<file path="config.mk">
export PLATFORM = sky130hd
export DESIGN_NAME = kernel_buffer_ctrl
export DESIGN_NICKNAME = d
export VERILOG_FILES = /design/src/rtl/kernel_buffer_ctrl_pkg.sv /design/src/rtl/kernel_rd_addr_gen.sv /design/src/rtl/kernel_buffer_ctrl.sv
export SDC_FILE = /design/constraint.sdc
export NUM_CORES = 1
export LEC_CHECK = 0
export CAP_MARGIN = 40
export CELL_PAD_IN_SITES_DETAIL_PLACEMENT = 1
export CELL_PAD_IN_SITES_GLOBAL_PLACEMENT = 1
export CORE_MARGIN = 5
export CORE_UTILIZATION = 39
export DETAILED_ROUTE_END_ITERATION = 12
export HOLD_SLACK_MARGIN = 0.02
export PLACE_DENSITY_LB_ADDON = 0.1
export SLEW_MARGIN = 20
export SYNTH_ARGS = -nofsm -noshare
export SYNTH_HDL_FRONTEND = slang
export SYNTH_HIERARCHICAL = 1
export SYNTH_SLANG_ARGS = --single-unit
</file>
<file path="constraint.sdc">
create_clock -name clk -period 2.9 [get_ports clk]
set_input_delay 0.29 -clock clk [delete_from_list [all_inputs] [get_ports clk]]
set_output_delay 0.29 -clock clk [all_outputs]
set_load 0.05 [all_outputs]
</file>
<file path="src/rtl/kernel_buffer_ctrl_pkg.sv">
`default_nettype none
// ============================================================================
// Module   : kernel_buffer_ctrl_pkg
// Purpose  : Shared constants for the kernel buffer controller: default
//            geometry, write FSM state encoding and a small index helper.
// Revision : 1.0 - initial release
// ============================================================================
package kernel_buffer_ctrl_pkg;

  // Default geometry
  localparam int DEF_DATA_W    = 16;
  localparam int DEF_ADDR_W    = 9;
  localparam int DEF_NUM_BANKS = 2;

  // Write FSM state encoding
  localparam int         WR_ST_W      = 2;
  localparam logic [1:0] WR_IDLE      = 2'd0;
  localparam logic [1:0] WR_WAIT_BANK = 2'd1;
  localparam logic [1:0] WR_LOAD      = 2'd2;

  // True when cnt addresses the last entry of a block holding size entries.
  // A zero size never matches, so an empty block can never complete.
  function automatic logic is_final_idx(input int unsigned cnt,
                                        input int unsigned size);
    return (size != 0) && (cnt == size - 1);
  endfunction

endpackage
`default_nettype wire

</file>
<file path="src/rtl/kernel_rd_addr_gen.sv">
`default_nettype none
// ============================================================================
// Module   : kernel_rd_addr_gen
// Purpose  : Read-side address generator. Walks the channels of the bank
//            currently being consumed, remembers the kernel size committed
//            for each bank, and releases a bank after its last channel.
// Revision : 1.0 - initial release
// ============================================================================
module kernel_rd_addr_gen
  import kernel_buffer_ctrl_pkg::*;
#(
  parameter int ADDR_W    = DEF_ADDR_W,
  parameter int NUM_BANKS = DEF_NUM_BANKS,
  parameter int BANK_W    = $clog2(NUM_BANKS)
) (
  input  logic                     clk,
  input  logic                     Reset,
  input  logic                     rd_advance_i,
  input  logic [NUM_BANKS-1:0]     bank_full_i,
  input  logic                     commit_i,
  input  logic [BANK_W-1:0]        commit_bank_i,
  input  logic [ADDR_W:0]          commit_size_i,
  output logic [BANK_W+ADDR_W-1:0] rd_addr_o,
  output logic [BANK_W-1:0]        rd_bank_o,
  output logic                     release_o,
  output logic                     underflow_o
);

  logic [ADDR_W-1:0] rd_cnt_q, rd_cnt_d;
  logic [BANK_W-1:0] rd_bank_q, rd_bank_d;
  logic              underflow_q;
  logic [ADDR_W:0]   w_sizes [NUM_BANKS];
  logic [ADDR_W:0]   w_size_rd;
  logic              w_rd_ok;
  logic              w_rd_last;

  // One size register per bank, loaded when a write into that bank completes
  // so that an abandoned partial load never disturbs the stored size.
  generate
    for (genvar b = 0; b < NUM_BANKS; b++) begin : g_bank_size
      logic [ADDR_W:0] size_q;

      // Capture the committed size for this bank
      always_ff @(posedge clk or posedge Reset) begin
        if (Reset) begin
          size_q <= '0;
        end else if (commit_i && (commit_bank_i == BANK_W'(b))) begin
          size_q <= commit_size_i;
        end
      end

      assign w_sizes[b] = size_q;
    end
  endgenerate

  assign w_size_rd = w_sizes[rd_bank_q];
  assign w_rd_ok   = rd_advance_i && bank_full_i[rd_bank_q];
  assign w_rd_last = w_rd_ok && is_final_idx(32'(rd_cnt_q), 32'(w_size_rd));

  // Next read position: step within the bank, wrap to the next bank at the end
  always_comb begin
    rd_cnt_d  = rd_cnt_q;
    rd_bank_d = rd_bank_q;
    if (w_rd_ok) begin
      if (w_rd_last) begin
        rd_cnt_d  = '0;
        rd_bank_d = rd_bank_q + BANK_W'(1);
      end else begin
        rd_cnt_d  = rd_cnt_q + ADDR_W'(1);
      end
    end
  end

  // Read position registers and the registered underflow pulse
  always_ff @(posedge clk or posedge Reset) begin
    if (Reset) begin
      rd_cnt_q    <= '0;
      rd_bank_q   <= '0;
      underflow_q <= 1'b0;
    end else begin
      rd_cnt_q    <= rd_cnt_d;
      rd_bank_q   <= rd_bank_d;
      underflow_q <= rd_advance_i && !bank_full_i[rd_bank_q];
    end
  end

  assign rd_addr_o   = {rd_bank_q, rd_cnt_q};
  assign rd_bank_o   = rd_bank_q;
  assign release_o   = w_rd_last;
  assign underflow_o = underflow_q;

endmodule
`default_nettype wire

</file>
<file path="src/rtl/kernel_buffer_ctrl.sv">
`default_nettype none
// ============================================================================
// Module   : kernel_buffer_ctrl
// Purpose  : Multi-bank kernel buffer controller. Loads kernels from an
//            AXI-Stream into BRAM banks (write port A) and hands completed
//            banks to a channel-stepping reader (read port B), ping-ponging
//            between banks so loading and consuming can overlap.
// Revision : 1.0 - initial release
// ============================================================================
module kernel_buffer_ctrl
  import kernel_buffer_ctrl_pkg::*;
#(
  parameter int DATA_W    = DEF_DATA_W,
  parameter int ADDR_W    = DEF_ADDR_W,
  parameter int NUM_BANKS = DEF_NUM_BANKS
) (
  input  logic                                clk,
  input  logic                                Reset,
  input  logic [ADDR_W:0]                     cfg_channel_size,
  input  logic                                load_req,
  input  logic [DATA_W-1:0]                   s_axis_tdata,
  input  logic                                s_axis_tvalid,
  input  logic                                s_axis_tlast,
  output logic                                s_axis_tready,
  output logic                                bram_a_en,
  output logic                                bram_a_we,
  output logic [$clog2(NUM_BANKS)+ADDR_W-1:0] bram_a_addr,
  output logic [DATA_W-1:0]                   bram_a_din,
  input  logic                                rd_advance,
  output logic                                bram_b_en,
  output logic [$clog2(NUM_BANKS)+ADDR_W-1:0] bram_b_addr,
  output logic                                load_done,
  output logic                                last_channel,
  output logic                                rd_underflow,
  output logic [NUM_BANKS-1:0]                bank_full,
  output logic                                tlast_err,
  output logic                                cfg_err,
  output logic                                busy
);

  localparam int BANK_W = $clog2(NUM_BANKS);

  logic [WR_ST_W-1:0]   state_q, state_d;
  logic [ADDR_W-1:0]    wr_cnt_q, wr_cnt_d;
  logic [BANK_W-1:0]    wr_bank_q, wr_bank_d;
  logic [ADDR_W:0]      size_q, size_d;
  logic [NUM_BANKS-1:0] bank_full_q, bank_full_d;
  logic                 tlast_err_q, tlast_err_d;
  logic                 cfg_err_q, cfg_err_d;
  logic                 load_done_q, load_done_d;

  logic                 w_beat;
  logic                 w_final_idx;
  logic                 w_final_beat;
  logic [NUM_BANKS-1:0] w_set_mask;
  logic [NUM_BANKS-1:0] w_clr_mask;
  logic                 w_rd_release;
  logic [BANK_W-1:0]    w_rd_bank;

  assign w_beat       = (state_q == WR_LOAD) && s_axis_tvalid;
  assign w_final_idx  = is_final_idx(32'(wr_cnt_q), 32'(size_q));
  assign w_final_beat = w_beat && w_final_idx;

  // Write FSM: accept a load, wait for the target bank to drain, stream beats
  always_comb begin
    state_d     = state_q;
    wr_cnt_d    = wr_cnt_q;
    wr_bank_d   = wr_bank_q;
    size_d      = size_q;
    tlast_err_d = tlast_err_q;
    cfg_err_d   = cfg_err_q;
    load_done_d = 1'b0;
    case (state_q)
      WR_IDLE: begin
        if (load_req) begin
          // Error flags describe the most recent request only
          tlast_err_d = 1'b0;
          cfg_err_d   = 1'b0;
          if (cfg_channel_size == '0) begin
            cfg_err_d = 1'b1;
          end else begin
            size_d   = cfg_channel_size;
            wr_cnt_d = '0;
            state_d  = bank_full_q[wr_bank_q] ? WR_WAIT_BANK : WR_LOAD;
          end
        end
      end
      WR_WAIT_BANK: begin
        if (!bank_full_q[wr_bank_q]) begin
          state_d = WR_LOAD;
        end
      end
      WR_LOAD: begin
        if (w_beat) begin
          // tlast is advisory: a mismatch is flagged but never shortens
          // or extends the load, which always ends after size beats
          if (s_axis_tlast != w_final_idx) begin
            tlast_err_d = 1'b1;
          end
          if (w_final_idx) begin
            wr_cnt_d    = '0;
            wr_bank_d   = wr_bank_q + BANK_W'(1);
            load_done_d = 1'b1;
            state_d     = WR_IDLE;
          end else begin
            wr_cnt_d    = wr_cnt_q + ADDR_W'(1);
          end
        end
      end
      default: begin
        state_d = WR_IDLE;
      end
    endcase
  end

  // Bank ownership: only a completed write sets a bit, only a final read
  // clears one; both may happen in one cycle on different banks
  assign w_set_mask  = w_final_beat ? (NUM_BANKS'(1) << wr_bank_q) : '0;
  assign w_clr_mask  = w_rd_release ? (NUM_BANKS'(1) << w_rd_bank) : '0;
  assign bank_full_d = (bank_full_q & ~w_clr_mask) | w_set_mask;

  // Write-side state registers; reset abandons any load in progress
  always_ff @(posedge clk or posedge Reset) begin
    if (Reset) begin
      state_q     <= WR_IDLE;
      wr_cnt_q    <= '0;
      wr_bank_q   <= '0;
      size_q      <= '0;
      bank_full_q <= '0;
      tlast_err_q <= 1'b0;
      cfg_err_q   <= 1'b0;
      load_done_q <= 1'b0;
    end else begin
      state_q     <= state_d;
      wr_cnt_q    <= wr_cnt_d;
      wr_bank_q   <= wr_bank_d;
      size_q      <= size_d;
      bank_full_q <= bank_full_d;
      tlast_err_q <= tlast_err_d;
      cfg_err_q   <= cfg_err_d;
      load_done_q <= load_done_d;
    end
  end

  kernel_rd_addr_gen #(
    .ADDR_W    (ADDR_W),
    .NUM_BANKS (NUM_BANKS),
    .BANK_W    (BANK_W)
  ) u_rd_addr_gen (
    .clk           (clk),
    .Reset         (Reset),
    .rd_advance_i  (rd_advance),
    .bank_full_i   (bank_full_q),
    .commit_i      (w_final_beat),
    .commit_bank_i (wr_bank_q),
    .commit_size_i (size_q),
    .rd_addr_o     (bram_b_addr),
    .rd_bank_o     (w_rd_bank),
    .release_o     (w_rd_release),
    .underflow_o   (rd_underflow)
  );

  assign s_axis_tready = (state_q == WR_LOAD);
  assign bram_a_en     = w_beat;
  assign bram_a_we     = w_beat;
  assign bram_a_addr   = {wr_bank_q, wr_cnt_q};
  assign bram_a_din    = s_axis_tdata;
  assign bram_b_en     = 1'b1;
  assign load_done     = load_done_q;
  assign last_channel  = w_rd_release;
  assign bank_full     = bank_full_q;
  assign tlast_err     = tlast_err_q;
  assign cfg_err       = cfg_err_q;
  assign busy          = (state_q != WR_IDLE);

endmodule
`default_nettype wire

</file>
**Yosys cells after proc, flatten, opt, wreduce, memory -nomap -nowiden**

Index checks and enable logic that the tools add are counted.

- Register bits: 58
- Input bits: 32
- Logic and storage cells: 94

- Bitwise gates (word level): 6
- Muxes and demuxes: 30
- Eq/ne operators: 11
- Shift-type cells: 2
- Reduce and logical (&&, ||, !) cells: 23
- Add/sub/neg operators: 6
- Magnitude comparators: 3

Operator list:

| kind | number |
|---|---|
| $eq A9 B32 Y1 | 2 |
| $mux W9 | 5 |
| $mux W10 | 3 |
| $sub A10 B1 Y11 const B | 2 |
| $reduce_bool A10 Y1 | 2 |
| $add A9 B1 Y9 const B | 2 |
| $pmux W9 S2 | 1 |
| $mux W2 | 8 |
| $mux W1 | 11 |
| $logic_not A10 Y1 | 1 |
| $logic_and A1 B1 Y1 | 9 |
| $reduce_and A4 Y1 | 2 |
| $ne A2 B1 Y1 const B | 3 |
| $ne A2 B2 Y1 const B | 3 |
| $pmux W2 S3 | 1 |
| $reduce_and A3 Y1 | 2 |
| $reduce_and A5 Y1 | 1 |
| $lt A1 B2 Y1 const B | 2 |
| $reduce_and A2 Y1 | 2 |
| $reduce_bool A2 Y1 | 2 |
| $shl A1 B1 Y2 const A | 2 |
| $add A1 B1 Y1 const B | 2 |
| $and A2 B2 Y2 | 1 |
| $eq A2 B1 Y1 const B | 1 |
| 10 further kinds | 11 |

**Longest topological paths before layout**

- Word-level depth: 12
- Depth in mapped cells: 12
- Gate-level depth less buffers: 10

**Modules after synthesis**

Netlist, hierarchy kept.

By module, submodules not included:

| module | times used | area each (um^2) | sequential area each (um^2) | cells an instance |
|---|---|---|---|---|
| kernel_buffer_ctrl | 1 | 1794.2 | 675.6 | 199 |
| kernel_rd_addr_gen | 1 | 1786.7 | 775.7 | 159 |

**Worst setup path after synthesis**

OpenSTA, ideal clock, no wires.

- Path kind: reg2reg
- From: reg u_rd_addr_gen.rd_bank_q (netlist: u_rd_addr_gen/rd_bank_o)
- To: reg bank_full_q[0] (netlist: bank_full[0])
- Data required time: 2.770 ns
- Clock period less this slack: 3.904 ns
- Cell stages (with the launch flop): 13
- Arrival: 3.774 ns
- Setup slack: -1.004 ns
- Path through: dfrtp_1 -> buf_6 -> buf_6 -> mux2i_1 -> ha_1 -> xor2_1 -> xnor2_1 -> nor4_2 -> o2111ai_1 -> nor4_1 -> inv_1 -> o21ai_0 -> o41ai_1

- Longest elaborated chain between the ends: 12
- Elaborated cells between the ends (all ways): 17

RTL lines:

| item | RTL line | source |
|---|---|---|
| start, declared | kernel_rd_addr_gen.sv:30 | `logic [BANK_W-1:0] rd_bank_q, rd_bank_d;` |
| start signal, assigned | kernel_rd_addr_gen.sv:82 | `rd_bank_q <= rd_bank_d;` |
| $not A1 Y2 (not written as such) | kernel_rd_addr_gen.sv:56 | `assign w_size_rd = w_sizes[rd_bank_q];` |
| $mux W10 (not written as such) (3 in a row) | kernel_rd_addr_gen.sv:56 |  |
| $sub A10 B1 Y11 | kernel_buffer_ctrl_pkg.sv:25 | `return (size != 0) && (cnt == size - 1);` |
| $eq A9 B32 Y1 | kernel_buffer_ctrl_pkg.sv:25 |  |
| $logic_and A1 B1 Y1 | kernel_buffer_ctrl_pkg.sv:25 |  |
| $logic_and A1 B1 Y1 * | kernel_rd_addr_gen.sv:58 | `assign w_rd_last = w_rd_ok && is_final_idx(32'(rd_cnt_q), 32'(w_size_rd));` |
| net last_channel | kernel_buffer_ctrl.sv:33 | `output logic last_channel,` |
| $mux W2 * | kernel_buffer_ctrl.sv:119 | `assign w_clr_mask = w_rd_release ? (NUM_BANKS'(1) << w_rd_bank) : '0;` |
| $not A2 Y2 * | kernel_buffer_ctrl.sv:120 | `assign bank_full_d = (bank_full_q & ~w_clr_mask) \| w_set_mask;` |
| $and A2 B2 Y2 * | kernel_buffer_ctrl.sv:120 |  |
| $or A2 B2 Y2 * | kernel_buffer_ctrl.sv:120 |  |
| net bank_full_d[0] | kernel_buffer_ctrl.sv:47 | `logic [NUM_BANKS-1:0] bank_full_q, bank_full_d;` |
| end signal, assigned | kernel_buffer_ctrl.sv:138 | `bank_full_q <= bank_full_d;` |
| end, declared | kernel_buffer_ctrl.sv:47 |  |

The timed path passes the listed nets; every way through them passes the cells marked *. The select of a mux whose other input is x is not followed.
A chain may end at the register's enable or synchronous reset.

**Worst setup path in the final report**

- From: reg size_q[0]
- To: reg u_rd_addr_gen.g_bank_size[0].size_q[6]

- Longest elaborated chain between the ends: 5
- Elaborated cells between the ends (all ways): 6

RTL lines:

| item | RTL line | source |
|---|---|---|
| start, declared | kernel_buffer_ctrl.sv:46 | `logic [ADDR_W:0] size_q, size_d;` |
| start signal, assigned | kernel_buffer_ctrl.sv:137 | `size_q <= size_d;` |
| $sub A10 B1 Y11 | kernel_buffer_ctrl_pkg.sv:25 |  |
| $eq A9 B32 Y1 | kernel_buffer_ctrl_pkg.sv:25 |  |
| $logic_and A1 B1 Y1 * | kernel_buffer_ctrl_pkg.sv:25 |  |
| $logic_and A1 B1 Y1 * | kernel_buffer_ctrl.sv:62 | `assign w_final_beat = w_beat && w_final_idx;` |
| net w_final_beat | kernel_buffer_ctrl.sv:54 | `logic w_final_beat;` |
| $logic_and A1 B1 Y1 * | kernel_rd_addr_gen.sv:47 | `end else if (commit_i && (commit_bank_i == BANK_W'(b))) begin` |
| end signal, assigned | kernel_rd_addr_gen.sv:48 | `size_q <= commit_size_i;` |
| end, declared | kernel_rd_addr_gen.sv:41 | `logic [ADDR_W:0] size_q;` |

The timed path passes the listed nets; every way through them passes the cells marked *.

==> metrics.txt <==
final setup violating endpoints=0; multiplexer share of the synthesized area=12.2%; Layout area overhead=20.8%; first-pass GRT wire length=between 15,000 and 20,000 um; Peak VDD IR=just under 0.5 mV; vias in the first global route=approximately 3,000; Num CTS Buffers=9; Die Wd=between 100 and 150 um; post-synthesis xor/xnor area fraction=between 7 and 8%; Sink Count=58; unrepaired setup endpoints after global routing=yes; Post-Syn Instances=358; Seq cells post-synth=a little under 60; Placeable Area=0.00911 sq mm; Top delay family on crit path=simple AND/OR/NAND/NOR gates; gr usage total=between 10% and 20%; antenna-violating nets left=0; latest clock arrival within the worst-skew pair=roughly 340 ps; H-tree depth=3; Max Fclk=around 0.36 GHz; Final HPWL DP=7130 um; Vias=about 2,800; clk_skew=~6.2 ps; I/O pin count=80; simple-gate share of the synthesized area=about a fifth; gpl congestion=0.795; Port Buf Inserts=46; clk buf depth=2; Routed wire per std cell=18.3 um; Reg2Reg Setup Slack=90 ps; non-filler cells, final=approximately 520; clock-pin slew on the worst setup and hold paths=about 70 ps; Worst Max-Slew Pin Slew=527 ps; Slew Limit Headroom=~65%; Synth Area in Compound Gates=between 10% and 20%; final worst path period share=97.1%; final instance area=~0.0043 sq mm; total routed wirelength=roughly 9500 um; Crit path buffers/inverters=1; Pins Over Slew Limit=0; Cell Rows=35; drt initial violations=84; Hold Crit Class=input port to async pin; Starting Density=39.3%; total power=roughly 3.8 mW; Worst path max stage delay=about 500 ps; Avg Cell Area, Syn=roughly 10 sq um; Post-synth ARST share=100%; synthesized area=0.00358 sq mm; top_reg_cell synth=dfrtp_1; Netlist cell types=57; DIE AREA=0.0112 sq mm; Critical Path, Cell by Cell=inv_1, ha_1, xor2_1, o211ai_1, a211oi_1, o2111ai_2, nor3_4, nand2b_1, mux2_2; final hold violations=0; Critical Path Sink Type=flip-flop; Net count, final=between 400 and 500; Synthesized Nets=395; adder-cell area share of the yosys netlist=1.75%; fin crit period=2810 ps; CTS Hold Bufs=0; outcome=finished clean; EDFF count, synth=0; pwr dens=a little under 900 mW/mm^2; DP Cell Count=500; initial antenna violation count=0; dpl cell area=~0.0041 sq mm; fraction of final layout cells sized beyond drive strength 1=around 21%; CTS root buffer=clkbuf_8; DR DRC count=0; TritonCTS clock tree=yes; largest family of logic cells by synthesized area=simple AND/OR/NAND/NOR gates; startpoint types=flip-flop; Max Cap Viol=0; CP Class=flip-flop to flip-flop; GR Overflow Total=0; Worst EP required=approximately 3100 ps; yosys warns=6; largest net degree at the start of global routing=32; slowest stage cell, crit path=dfrtp_1; final setup TNS=0 ps; Via density=5.44; Leakage=roughly 1.8 nW; worst endpoint data arrival time=between 3000 and 4000 ps; TritonRoute pass-1 iters=4; critical-path maximum fanout=10; die height=approximately 110 um; Seq/Total Area, Yosys=about 41%; # diodes=0; filler cell count=1,012
layer usage:
metal	GRT usage, %	vias up	routed length, um
met5	0	-	0
met4	5.46	0	121
met3	4.23	9	294
met2	32.0	46	5070
met1	20.6	1412	3980
li1	-	1344	-
cell usage in the layout, fill, tap and decap left out, types with 3 or more instances in the layout:
master	netlist	routed
nor2_1	31	31
clkbuf_1	4	3
xnor2_1	19	18
nand3_1	11	11
nor2b_1	4	4
dfrtp_1	58	57
or2_2	4	4
mux2_2	27	27
o2111ai_1	5	4
nand2_1	29	29
o21ai_0	16	15
o211ai_1	8	8
xor2_1	13	13
nor4_1	5	4
ha_1	5	4
a21oi_1	6	6
clkinv_2	0	3
clkdlybuf4s50_1	0	43
mux2i_1	11	8
mux2i_2	0	3
inv_1	10	10
nor3_1	14	13
nor4_2	3	3
nand2b_1	5	5
nor3b_2	0	3
or3_1	4	4
o21ai_1	2	3
clkbuf_8	0	10
buf_4	20	16
stage by stage:
stage / hold WS, ps / worst slack [ps] / util (%)
3_3_place_gp: 488 / 61.1 / 45.0
2_1_floorplan: 343 / -34.0 / -
3_5_place_dp: 502 / 53.8 / 45.0
6_report: 357 / 85.5 / 47.5
5_1_grt: 395 / -90.0 / 47.5
4_1_cts: 355 / -22.2 / 47.3
final timing paths:
check                                       startpoint                                                 end  depth (start not counted)
worst max-delay path             size_q[0]$_DFFE_PP0P_  u_rd_addr_gen/g_bank_size[0].size_q[6]$_DFFE_PP0P_                          9
worst min-delay path                             Reset                               size_q[4]$_DFFE_PP0P_                          3
worst max register to register   size_q[0]$_DFFE_PP0P_  u_rd_addr_gen/g_bank_size[0].size_q[6]$_DFFE_PP0P_                          9
worst min register to register  state_q[1]$_DFFE_PP0P_                              state_q[0]$_DFFE_PP0P_                          1
max in group asynchronous                        Reset                 u_rd_addr_gen/rd_bank_o$_DFFE_PP0P_                          3
min in group clk                state_q[1]$_DFFE_PP0P_                              state_q[0]$_DFFE_PP0P_                          1
repair_timing:
item,4_1_cts,5_1_grt
pin swaps,4,2
buffers inserted,1,0
resized for setup,11,3
setup endpoints to repair,1,22
cloned,0,0
state kept, by name, indices dropped and copies added (netlist names):
signal                            count
cfg_err                               1
u_rd_addr_gen/rd_cnt_q                9
u_rd_addr_gen/g_bank_size.size_q     20
size_q                               10
u_rd_addr_gen/rd_bank_o               1
load_done                             1
wr_bank_q                             1
state_q                               2
bank_full                             2
wr_cnt_q                              9
tlast_err                             1
u_rd_addr_gen/underflow_o             1
cell type report:
class / count / area (sq um) / share of cell area, %
well taps: 111 / 139 / 3.21
clock inverters: 3 / 15.0 / 0.347
flip-flops and latches: 58 / 1450 / 33.6
multi-input cells: 261 / 1950 / 45.0
clock buffers: 13 / 149 / 3.44
repair buffers: 61 / 586 / 13.5
inverters: 10 / 37.5 / 0.868
cells in the mapped netlist (3+ instances only):
cell type	n	area share (%)
dfrtp_1	58	41
nor2_1	31	3.2
nand2_1	29	3.0
mux2_2	27	8.5
buf_4	20	4.2
xnor2_1	19	4.6
o21ai_0	16	2.2
nor3_1	14	2.0
xor2_1	13	3.2
mux2i_1	11	3.1
nand3_1	11	1.5
inv_1	10	1.0
o211ai_1	8	1.7
a21oi_1	6	0.84
ha_1	5	1.7
nand2b_1	5	0.87
nor4_1	5	0.87
o2111ai_1	5	1.2
clkbuf_1	4	0.42
nor2b_1	4	0.70
nor3b_1	4	0.84
or2_2	4	0.70
or3_1	4	0.70
buf_6	3	0.94
nor4_2	3	1.0
power by group:
group | internal, mW | leakage, nW | switching [mW]
logic | 0.722 | 0.999 | 1.06
registers | 0.991 | 0.741 | 0.367
clock network | 0.330 | 0.0872 | 0.331
cells by family (layout without fill, tap and decap cells):
| logic type | Yosys count | count (layout) |
|---|---|---|
| AOI/OAI and AO/OA | 52 | 52 |
| xor gates and xnor gates | 32 | 32 |
| adders and majority gates | 5 | 5 |
| buffers and inverters | 39 | 87 |
| DFF | 58 | 58 |
| muxes | 39 | 39 |
| other | 1 | 1 |
| and+or+nand+nor | 132 | 132 |
worst register-to-register path, stage by stage (launching register included):
cell	delay, ps
dfrtp_1	500
inv_1	110
ha_1	320
xor2_1	130
o211ai_1	90
a211oi_1	300
o2111ai_2	230
nor3_4	280
nand2b_1	340
mux2_2	390
Power figures use the tool's default switching activity.
